$ cat src/rtl/imem_stream_loader.sv
// Module: imem_stream_loader
//
// Receives a program image as a byte stream. It assembles the bytes into 32-bit words and
// writes each word into the instruction memory of iitk_mini_mips through the core's
// init port. The core stays in reset and load mode until the whole image is written.
//
// Image format: a 2-byte word count N, MSB first, followed by N words. Each word is
// 4 bytes, MSB first.
//
// Ports
//   clk              system clock; all logic runs on the rising edge
//   reset_n          synchronous active-low reset
//   start            single-cycle pulse that begins a new load (honoured in IDLE, RUN and ERROR)
//   in_valid         byte stream valid
//   in_data          byte stream data
//   in_ready         the loader accepts a byte in this cycle
//   init_mode        to core: load mode (PC frozen)
//   write_enable     to core: single-cycle instruction write strobe
//   init_address     to core: word address of the current write
//   init_instruction to core: word being written
//   core_reset       to core: active-high reset
//   busy             a load is in progress (header through reset hold)
//   done             the image is loaded and the core is running
//   error            the header word count exceeded DEPTH
//   words_loaded     words written in the current or last load
module imem_stream_loader #(
    parameter int unsigned ADDR_W     = 12,
    parameter int unsigned DEPTH      = 4096,
    parameter int unsigned RST_CYCLES = 4
) (
    input  logic              clk,
    input  logic              reset_n,
    input  logic              start,
    input  logic              in_valid,
    input  logic [7:0]        in_data,
    output logic              in_ready,
    output logic              init_mode,
    output logic              write_enable,
    output logic [ADDR_W-1:0] init_address,
    output logic [31:0]       init_instruction,
    output logic              core_reset,
    output logic              busy,
    output logic              done,
    output logic              error,
    output logic [ADDR_W:0]   words_loaded
);

    localparam int unsigned RCW = (RST_CYCLES > 1) ? $clog2(RST_CYCLES) : 1;

    typedef enum logic [2:0] {
        StIdle,
        StHdrHi,
        StHdrLo,
        StLoad,
        StWrite,
        StDone,
        StRun,
        StError
    } state_e;

    state_e            state_q;
    logic [15:0]       count_q;
    logic [23:0]       word_q;
    logic [1:0]        byte_cnt_q;
    logic [RCW-1:0]    rst_cnt_q;

    logic              in_ready_q;
    logic              init_mode_q;
    logic              write_enable_q;
    logic [ADDR_W-1:0] init_address_q;
    logic [31:0]       init_instruction_q;
    logic              core_reset_q;
    logic              busy_q;
    logic              done_q;
    logic              error_q;
    logic [ADDR_W:0]   words_loaded_q;

    logic              accept;
    logic [15:0]       hdr_count;
    logic              count_over;
    logic              last_word;

    // in_ready_q is already a function of state, so a qualified byte needs no state decode.
    assign accept     = in_valid && in_ready_q;
    assign hdr_count  = {count_q[15:8], in_data};
    assign count_over = 32'(hdr_count) > DEPTH;
    // The count is non-zero whenever WRITE is reached, so count-1 cannot underflow here.
    assign last_word  = 32'(init_address_q) == (32'(count_q) - 32'd1);

    always_ff @(posedge clk) begin
        if (!reset_n) begin
            state_q            <= StIdle;
            count_q            <= '0;
            word_q             <= '0;
            byte_cnt_q         <= '0;
            rst_cnt_q          <= '0;
            in_ready_q         <= 1'b0;
            init_mode_q        <= 1'b1;
            write_enable_q     <= 1'b0;
            init_address_q     <= '0;
            init_instruction_q <= '0;
            core_reset_q       <= 1'b1;
            busy_q             <= 1'b0;
            done_q             <= 1'b0;
            error_q            <= 1'b0;
            words_loaded_q     <= '0;
        end else begin
            // The write strobe is a single-cycle pulse. It is raised only on entry to WRITE.
            write_enable_q <= 1'b0;

            unique case (state_q)
                StIdle, StRun, StError: begin
                    // in_ready is low in these states, so a byte that arrives together with
                    // start is not consumed.
                    if (start) begin
                        state_q        <= StHdrHi;
                        in_ready_q     <= 1'b1;
                        init_mode_q    <= 1'b1;
                        core_reset_q   <= 1'b1;
                        busy_q         <= 1'b1;
                        done_q         <= 1'b0;
                        error_q        <= 1'b0;
                        words_loaded_q <= '0;
                        init_address_q <= '0;
                        byte_cnt_q     <= '0;
                    end
                end

                StHdrHi: begin
                    if (accept) begin
                        count_q[15:8] <= in_data;
                        state_q       <= StHdrLo;
                    end
                end

                StHdrLo: begin
                    if (accept) begin
                        count_q[7:0] <= in_data;
                        if (hdr_count == 16'd0) begin
                            state_q    <= StDone;
                            in_ready_q <= 1'b0;
                            rst_cnt_q  <= '0;
                        end else if (count_over) begin
                            state_q    <= StError;
                            in_ready_q <= 1'b0;
                            busy_q     <= 1'b0;
                            error_q    <= 1'b1;
                        end else begin
                            state_q <= StLoad;
                        end
                    end
                end

                StLoad: begin
                    if (accept) begin
                        if (byte_cnt_q == 2'd3) begin
                            // The 4th byte goes straight into the output word. Only the
                            // first three bytes are held in word_q.
                            init_instruction_q <= {word_q, in_data};
                            write_enable_q     <= 1'b1;
                            in_ready_q         <= 1'b0;
                            byte_cnt_q         <= '0;
                            state_q            <= StWrite;
                        end else begin
                            word_q     <= {word_q[15:0], in_data};
                            byte_cnt_q <= byte_cnt_q + 2'd1;
                        end
                    end
                end

                StWrite: begin
                    words_loaded_q <= words_loaded_q + 1'b1;
                    if (last_word) begin
                        // The address holds at the last index. It never wraps, because
                        // N <= DEPTH.
                        state_q   <= StDone;
                        rst_cnt_q <= '0;
                    end else begin
                        init_address_q <= init_address_q + 1'b1;
                        in_ready_q     <= 1'b1;
                        state_q        <= StLoad;
                    end
                end

                StDone: begin
                    if (rst_cnt_q == RCW'(RST_CYCLES - 1)) begin
                        state_q      <= StRun;
                        init_mode_q  <= 1'b0;
                        core_reset_q <= 1'b0;
                        busy_q       <= 1'b0;
                        done_q       <= 1'b1;
                    end else begin
                        rst_cnt_q <= rst_cnt_q + 1'b1;
                    end
                end

                default: begin
                    state_q <= StIdle;
                end
            endcase
        end
    end

    assign in_ready         = in_ready_q;
    assign init_mode        = init_mode_q;
    assign write_enable     = write_enable_q;
    assign init_address     = init_address_q;
    assign init_instruction = init_instruction_q;
    assign core_reset       = core_reset_q;
    assign busy             = busy_q;
    assign done             = done_q;
    assign error            = error_q;
    assign words_loaded     = words_loaded_q;

endmodule

$ cat config.mk
export PLATFORM = sky130hd
export DESIGN_NAME = imem_stream_loader
export DESIGN_NICKNAME = d
export VERILOG_FILES = /design/src/rtl/imem_stream_loader.sv
export SDC_FILE = /design/constraint.sdc
export NUM_CORES = 1
export LEC_CHECK = 0
export ABC_AREA = 1
export CAP_MARGIN = 20
export CORE_ASPECT_RATIO = 1.4
export CORE_MARGIN = 5
export CORE_UTILIZATION = 30
export DETAILED_ROUTE_END_ITERATION = 8
export GPL_ROUTABILITY_DRIVEN = 0
export MAX_ROUTING_LAYER = met4
export SYNTH_ARGS = -nofsm -noshare
export SYNTH_HDL_FRONTEND = slang
export SYNTH_SLANG_ARGS = --single-unit
$ cat constraint.sdc
create_clock -name clk -period 4.2 [get_ports clk]
set_clock_uncertainty 0.2 [all_clocks]
set_input_delay 0.84 -clock clk [delete_from_list [all_inputs] [get_ports clk]]
set_output_delay 0.84 -clock clk [all_outputs]
set_load 0.02 [all_outputs]
Word-level counts from Yosys, hierarchy flattened
Cells that the tools add are included.
{"block": "word_totals", "input_bits": 12, "register_bits": 110, "output_inout_bits": 64, "elab_cells": 115}
{"block": "op_classes", "n_eq_ne": 23, "n_addsub": 5, "n_reduce_logical": 25, "mux": 45, "n_bitwise": 1, "n_lt_le_gt_ge": 1}
{"cell": "12-bit by 32-bit == test with 1-bit output", "n": 1}
{"cell": "3-bit 2-to-1 mux", "n": 9}
{"cell": "13-bit one-hot mux with 2 select lines", "n": 1}
{"cell": "12-bit 2-to-1 mux", "n": 2}
{"cell": "2-bit inequality test (second input constant)", "n": 12}
{"cell": "12-bit one-hot mux with 2 select lines", "n": 1}
{"cell": "3-bit one-hot mux with 6 select lines", "n": 1}
{"cell": "3-bit AND reduction", "n": 6}
{"cell": "16-bit by 1-bit subtractor with 17-bit output (second input constant)", "n": 1}
{"cell": "16-bit by 13-bit > comparator with 1-bit output (second input constant)", "n": 1}
{"cell": "16-bit zero test", "n": 1}
{"cell": "1-bit 2-to-1 mux", "n": 16}
{"cell": "2-bit 2-to-1 mux", "n": 7}
{"cell": "13-bit by 1-bit adder with 13-bit output (second input constant)", "n": 1}
{"cell": "13-bit 2-to-1 mux", "n": 1}
{"cell": "12-bit by 1-bit adder with 12-bit output (second input constant)", "n": 1}
{"cell": "3-bit == test (second input constant)", "n": 4}
{"cell": "6-bit AND reduction", "n": 2}
{"cell": "5-bit AND reduction", "n": 2}
{"cell": "2-bit nonzero test", "n": 4}
{"cell": "7-bit AND reduction", "n": 1}
{"cell": "3-bit by 2-bit == test with 1-bit output (second input constant)", "n": 2}
{"cell": "1-bit one-hot mux with 2 select lines", "n": 3}
{"cell": "2-bit one-hot mux with 3 select lines", "n": 1}
{"cell": "14 further kinds", "n": 19}

Longest topological paths before layout
Gate-level depths: netlist of the first run.
{"block": "logic_depth", "depth_word": 5, "ltp_mapped": 17, "ltp_nobuf": 17}

Worst setup path after synthesis of the first run
Ideal clock, no wire load.
{"block": "synth_path", "path_kind": "in2reg", "startpoint": "in in_data[2]", "endpoint": "reg in_ready_q, in the netlist in_ready", "setup_slack_ns": 1.835, "required_ns": 3.866, "t_arrival_ns": 2.032, "setup_time_ns": 0.134, "stages": 9, "n_path_buf": 0, "cell_sequence": "or2_2 -> nor4_2 -> nand3_1 -> nand2_1 -> inv_1 -> a21oi_1 -> nand2_1 -> nand2_1 -> a21oi_1"}
{"block": "synth_between", "elab_chain_len": 4, "word_cells_on_any_way": 7, "cone_classes": "order compare: 1; eq/ne: 1; mux: 3; reduce/logical: 2"}
{"element": "start, declared", "line_no": "35", "rtl": "input logic [7:0] in_data,"}
{"element": "branches (longest 4 deep; another with 16-bit by 13-bit > comparator with 1-bit output)"}
{"element": "end signal, assigned", "line_no": "117", "rtl": "in_ready_q <= 1'b1;"}
{"element": "end signal, assigned", "line_no": "141", "rtl": "in_ready_q <= 1'b0;"}
{"element": "end signal, assigned", "line_no": "145", "rtl": "in_ready_q <= 1'b0;"}
{"element": "end, declared", "line_no": "67", "rtl": "logic in_ready_q;"}
Parallel ways; which one is timed is not known. The select of a mux whose other input is x is not followed.
A chain may end at the register's enable or synchronous reset.

Worst setup path after layout of the first run
{"block": "layout_path", "startpoint": "in in_data[3]", "endpoint": "reg in_ready_q, in the netlist in_ready"}
Same word-level chain as after synthesis.

==> results of run 1 <==
-- cells by family after synthesis --
family                     Yosys count  share of synthesized area
adders and majority gates            7                    0.01617
AOI/OAI and AO/OA                  138                     0.1421
DFF                                110                     0.4067
xor gates and xnor gates            21                    0.03535
and+or+nand+nor                    401                     0.3265
buffers and inverters               99                    0.07324
-- metrics by stage --
stage,utilization,cells,total power (uW),cell area [um^2]
after global routing,0.3731,1082,2666,6661
after CTS,0.3731,1082,2549,6661
final,0.3731,1082,2519,6661
after global placement,0.3566,1066,1677,6366
after floorplan,-,776,1549,5415
after detailed placement,0.3566,1066,1678,6366
-- per-layer routing --
metal  global-route usage  vias up
li1                     -     2617
met1               0.1806     2251
met2               0.2467       74
met3              0.02172       18
met4              0.05446        0
met5                    -        -
-- how the worst max path moves through the flow --
stage / cells after the start / to / startpoint / slack, ps
2_1_floorplan: 9 / in_ready / in_data[2] / 1830
3_3_place_gp: 10 / in_ready / in_data[2] / 1100
3_5_place_dp: 10 / in_ready / in_data[2] / 1060
4_1_cts: 10 / in_ready / in_data[2] / 1430
5_1_grt: 10 / in_ready / in_data[2] / 1240
6_report: 10 / in_ready / in_data[3] / 1460
-- cell usage in the layout, fill, tap and decap left out, types with 4 or more instances in the layout --
master	n
sky130_fd_sc_hd__nor2_1	189
sky130_fd_sc_hd__nand2_1	119
sky130_fd_sc_hd__dfxtp_1	110
sky130_fd_sc_hd__o21ai_0	85
sky130_fd_sc_hd__clkdlybuf4s50_1	74
sky130_fd_sc_hd__inv_1	68
sky130_fd_sc_hd__nand3_1	37
sky130_fd_sc_hd__a21oi_1	30
sky130_fd_sc_hd__xor2_1	16
sky130_fd_sc_hd__nand2_2	11
sky130_fd_sc_hd__nand4_1	11
sky130_fd_sc_hd__a21oi_2	9
sky130_fd_sc_hd__clkbuf_16	9
sky130_fd_sc_hd__nor2_2	7
sky130_fd_sc_hd__ha_1	7
sky130_fd_sc_hd__nor3_1	6
sky130_fd_sc_hd__nor2_4	5
sky130_fd_sc_hd__a221oi_1	5
sky130_fd_sc_hd__buf_4	5
sky130_fd_sc_hd__xnor2_1	4
-- power breakdown --
group,internal [uW],total [uW],switching (uW)
Combinational,178,537,359
Clock,421,868,447
Sequential,1080,1110,34.6
-- sequential cells by signal, indices dropped and copies added, names as in the netlist, 2 cells and up --
signal,cells
state_q,3
init_instruction,32
byte_cnt_q,2
words_loaded,13
rst_cnt_q,2
word_q,24
init_address,12
count_q,16
-- cell type report --
cell class                 instances  area, um^2  share of cell area
clock buffer                      10       229.0             0.03437
clock inverter                     6       66.31            0.009955
inverter                          69       259.0             0.03888
multi-input combinational        567        2821              0.4236
sequential                       110        2202              0.3306
tap                              240       300.3             0.04508
timing repair buffer              80       783.3              0.1176
-- critical path: cells and delay by family --
kind            cells  cell delay, ps
buf+inv             2             570
simple gates        6            1120
compound gates      2             220
==> impl_summary.md, run 1 <==
Die
The core region is 0.01785 mm^2. The total I/O pin count is 76. Measured along the x axis, the die boundary spans 123.6 um. The effective utilization at floorplan is 0.3033. The full die area is 0.02088 mm^2. In this run the core area contains 58 standard-cell rows. The die extent in y is 169.0 um.

Critical path
The most numerous cell type found on the critical path is sky130_fd_sc_hd__nand2_1. The endpoint identified for the worst register-to-register timing path is init_address[2]. STA classifies the critical path endpoint as a flop. The highest fanout seen on the critical path is 5. The minimum setup slack among reg-to-reg paths is 1630 ps. Data arrives at the worst endpoint at 2770 ps. The critical path startpoint category is an input pin.

Walking the worst path, the cells encountered are clkdlybuf4s50_1 > or2_2 > nor4_2 > nand3_1 > nand2_1 > inv_1 > a21oi_1 > nand2_1 > nand2_1 > a21oi_1. The critical setup path kind is in2reg. The critical-path cell with the highest stage delay is sky130_fd_sc_hd__clkdlybuf4s50_1.

Data on the critical path is required at its endpoint by 4230 ps. For this run, the slowest stage of the critical path takes 500 ps. The number of cells on the worst reg-to-reg path is 13.

The worst register-to-register path begins at count_q[0].

Min path
The worst hold path stage count is 2. The endpoint with the worst hold slack is error. In this run the most critical hold path is launched from error.

The type of the worst min-delay path is reg2reg.

Timing
Setup repair after global routing left no endpoint under its margin. The relative slew slack is 0.3458. The hold violation total from the final report was 0.

Setup slack closes at 1461 ps. Setup violations remaining at the end of the flow were counted as 0. The setup TNS is 0 ps. Subtracting the final worst setup slack from the clock period gives 2739 ps.

The tightest hold path in the finished design has a slack of 269.4 ps. The upper clock frequency limit is 365.1 MHz. The period utilization is 0.6521. The final number of max-transition violations is 0. For the pin with the worst max-slew slack, the measured transition is 980.2 ps.

Logic synthesis
The post-synthesis net count is 795. Ranked by total cell area, the synthesized netlist is headed by sky130_fd_sc_hd__dfxtp_1 (41%), sky130_fd_sc_hd__nor2_1 (13%), sky130_fd_sc_hd__nand2_1 (8.2%). During synthesis, Yosys emitted a total of 0 warnings. The number of unique standard cell types used by synthesis is 41. The biggest area consumer among synthesized cells is sky130_fd_sc_hd__dfxtp_1. The proportion of synthesized chip area in sequential cells is 0.4067. The most common flop cell mapped by yosys is sky130_fd_sc_hd__dfxtp_1. The synthesized netlist occupies a cell area of 0.005415 mm^2.

The most frequent cell after synthesis is sky130_fd_sc_hd__nor2_1. The top-area cell type share of the netlist area is 0.4067. Counting every instance in the synthesized netlist gives 776. The proportion of register bits with asynchronous set or reset after synthesis is 0. Averaged over all synthesized cells, the footprint is 6.978 um^2. By count the netlist is led by sky130_fd_sc_hd__nor2_1 (189), sky130_fd_sc_hd__nand2_1 (119), sky130_fd_sc_hd__dfxtp_1 (110), sky130_fd_sc_hd__o21ai_0 (85), sky130_fd_sc_hd__inv_1 (68). The number of enable-type register cells in the synthesized netlist is 0. The register bit total from synthesis is 110.

Route
The detailed router finished its first iteration with 210 violations. The detailed-router iteration count before antenna repair is 4. The detailed router put a total of 6.643 mm of wire on met1. The routed layout has 4960 vias. The per-cell routed wire length is 13.37 um.

Routed signal wires occupy layers up through met4. The mean number of vias per cell is 4.584. Detailed routing placed a total of 412 um of wire on met3. Detailed routing placed a total of 7.099 mm of wire on met2. For this block, the routed nets add up to 14.47 mm of wire.

The residual antenna-violating net count after detailed routing is 0. For this run, design rule violations remaining after detail routing come to 0.

Final layout
At the end of the flow, the number of nets in the layout was 856. The number of antenna cells inserted is 0. The fraction of layout cells with a size suffix above 1 is 0.07720. The area growth from synthesis to final layout is 23.01%.

After filler insertion, the fill cell instance count of the layout stands at 1972.

Clock tree
The number of setup buffers added after CTS is 0. The maximum number of buffers from clock root to sink is 2. At the later pin of the worst-skew pair, clock insertion delay measures 360 ps. The H-tree depth is 3. The clock edge transition at the registers on the reported setup and hold paths is 80 ps.

The TritonCTS clock tree is yes. The root cell of the clock tree is sky130_fd_sc_hd__clkbuf_16. Clock tree synthesis inserted a total of 9 buffers. The cts-stage hold buffer count is 0. Post-CTS repair changed the size of 0 cells. The total number of clock tree sinks is 110.

Status
The flow ran to the end, and the final reports show no timing, DRC or antenna violations.

Place
The number of buffer cells added on primary ports is 75. The post-placement worst setup slack is 1056 ps. The HPWL after detailed placement is 10.48 mm.

Global route
The number of global-route vias before repair is 4844. Summed over all layers, the global routing overflow is 0. The wire length of the first global-routing pass is 24.34 mm. The largest net degree at the start of global routing is 47.

The initial antenna violation count is 0. For this run, the total global-route usage over all layers was measured as 0.1482.

Power
In this run the power density over the cells is 378.2 mW/mm^2. The leakage component of the power is 0.002818 uW. IR analysis of the VDD net gives a maximum drop of 0.1795 mV.

Flow run
The count of maximum capacitance violations is 0.
Power figures use the tool's default switching activity.
==> inputs of run 2 (changes only) <==
- clock period: 4.2 -> 2.5 ns (I/O delays scaled with it)
==> run 2 against run 1 <==
Die area stayed put; wire length rose by 4.6%; sequential share of layout area shrank 1.8 points; combinational power rose by 88%; final area rose by 5.6%; critical path type is now reg2reg; sequential power is 69% higher.
==> impl_summary.md, run 2 (synthesis gave the netlist of run 1 again) <==
Timing
The final number of max-transition violations is 0 (unchanged). The relative slew slack came to 0.6636 (+0.3178). The number of failing setup endpoints in the final timing report is 0 (unchanged). The post-route minimum period is 2352 ps. Based on the critical path, the design can be clocked at up to 425.1 MHz. The setup TNS was 0 ps (unchanged). The transition time at the pin with the least slew margin is 504.0 ps (-476.1 ps). The period utilization is 0.9409. The hold violation total from the final report came to 0 (unchanged). The worst hold margin is 277.0 ps (+7.601 ps).

Critical path
The buffer and inverter count on the worst path is 2 (unchanged). Among the stages of the critical path, the cell type that occurs most often is sky130_fd_sc_hd__nand2_1. The startpoint of the worst register-to-register path is count_q[4]. The worst endpoint data arrival time is 2430 ps (-340 ps). The largest stage delay on the critical path was 370 ps (-130 ps). The worst setup path startpoint is count_q[4]. The endpoint type of the worst setup path is a flop. The kind of cell with the highest combined delay along the critical path is simple AND/OR/NAND/NOR gates.

The highest fanout seen on the critical path is 7 (+2). The signal on the critical path passes through nor2_1 > nand2_1 > nor2_4 > nand2_1 > nand2_1 > nand2_1 > inv_1 > nand4_1 > nor2_4 > buf_4 > nand3_2 > nand2_1 > nand2_1 > a21oi_1. The required time reported for the critical path endpoint was 2580 ps (-1650 ps).

The worst setup path is launched from a flop. The critical-path cell with the highest stage delay is sky130_fd_sc_hd__dfxtp_1. The critical setup path kind is reg2reg.

Final layout
The top cell types in the final layout, fill and taps aside, are sky130_fd_sc_hd__nor2_1 (189), sky130_fd_sc_hd__nand2_1 (118), sky130_fd_sc_hd__dfxtp_1 (110), sky130_fd_sc_hd__o21ai_0 (85), sky130_fd_sc_hd__clkdlybuf4s50_1 (74). The fraction of the core area covered by cells at the end of the flow came to 0.3941 (+0.02096). The final cell count without fillers is 1123 (+3.8%). Relative to the synthesized area, the layout overhead comes to 29.92%. The number of flip-flops in the largest register is 32 (unchanged). The final layout net count was 897 (+4.8%). The number of antenna cells inserted is 0 (unchanged). The fraction of layout cells with a size suffix above 1 was 0.1234 (+0.04625). The most common cell after layout, fill and taps aside is sky130_fd_sc_hd__nor2_1.

Power
The overall power consumption is 4383 uW (+74%). The leakage component of the power was 0.003043 uW (+8.0%). The maximum ir drop on the vdd rail came to 0.2918 mV (+63%).

The ratio of total power to cell area came to 623.0 mW/mm^2 (+65%).

Place
The total instance count after detailed placement is 1103 (+3.5%). The detailed placement HPWL was 10.91 mm (+4.1%). The number of buffer cells added on primary ports is 75 (unchanged).

Die
The full die area is 0.02088 mm^2 (unchanged). The number of placement rows was 58 (unchanged). The total I/O pin count is 76 (unchanged).

The effective utilization at floorplan came to 0.3033 (unchanged). The die extent in y was 169.0 um (unchanged). The die span in x was 123.6 um (unchanged).

The placeable core region was 0.01785 mm^2 (unchanged).

Global route
The wire length of the first global-routing pass is 24.23 mm (-0.46%). The largest net degree at the start of global routing is 36 (-23%). The initial antenna violation count is 0 (unchanged). The residual overflow from global routing came to 0 (unchanged). The global-route usage over all layers is 0.1494 (+0.001228). The number of global-route vias before repair came to 4908 (+1.3%).

Clock tree
The H-tree depth is 3 (unchanged). The clock edge transition at the registers on the reported setup and hold paths is 70 ps (about the same). The total number of clock tree sinks is 110 (unchanged).

The cts-stage hold buffer count is 0 (unchanged). The root cell of the clock tree is sky130_fd_sc_hd__clkbuf_16. TritonCTS built the clock tree. The total clock buffers created by CTS is 9 (unchanged).

The clock latency on the worst-skew pair came to 350 ps (about the same). The maximum number of buffers from clock root to sink is 2 (unchanged).

Route
The total number of vias is 5135 (+3.5%). The per-cell routed wire length is 13.47 um (+0.78%). The residual antenna-violating net count after detailed routing is 0 (unchanged). The post-detailed-routing wire length is 15.13 mm (+4.6%). The number of design rule violations left after detail routing is 0 (unchanged).

The initial DRC count is 248 (+18%). The mean number of vias per cell was 4.573 (-0.25%). The detailed-router iteration count before antenna repair is 4 (unchanged).

Min path
In this run the worst hold path is classified as reg2reg. The start point of the worst hold path is byte_cnt_q[1].

Status
The run finished with clean final reports.

Flow run
The count of maximum capacitance violations came to 0 (unchanged).
[run 2: per-stage QoR]
stage / setup WS, ps / cell area (um^2)
floorplan: 319.2 / 5415
global placement: -56.94 / 6656
finish: 147.8 / 7036
CTS: 70.99 / 6963
detailed placement: -69.39 / 6656
global route: -12.89 / 7036
[run 2: final cells by class]
| class | count | area, um^2 |
|---|---|---|
| Sequential cell | 110 | 2202 |
| Multi-Input combinational cell | 569 | 2879 |
| Timing Repair Buffer | 119 | 1089 |
| Fill cell | 1940 | 10820 |
| Tap cell | 240 | 300.3 |
| Clock inverter | 5 | 63.81 |
| Inverter | 69 | 259.0 |
| Clock buffer | 11 | 242.7 |
[run 2: where the power goes]
part	total, uW	leakage (uW)	internal, uW	switching, uW
Clock	1490	0.000147	815	679
Combinational	1010	0.00201	364	650
Sequential	1880	0.000887	1810	62.3
Total	4380	0.00304	2990	1390
[run 2: final timing paths]
check	endpoint	slack (ps)	depth (start not counted)
max	state_q[2]	150	14
min	byte_cnt_q[1]	280	2
max reg2reg	state_q[2]	150	14
min reg2reg	byte_cnt_q[1]	280	2
[run 2: worst reg2reg max path: cells and delay by family (launching register included)]
family,cells,cell delay (ps)
buf+inv,2,200
flops,1,370
simple gates,11,1400
compound gates,1,120
[run 2: timing repair]
item / in CTS / in global routing
setup endpoints to repair: 0 / 15
resized for setup: 0 / 6
buffers inserted: 0 / 2
[run 2: routing by layer]
metal	vias up	GRT usage	routed length (um)
met3	15	0.02106	379
met1	2351	0.1766	6741
li1	2699	-	-
met5	-	-	0
met2	70	0.2576	7751
met4	0	0.05108	260
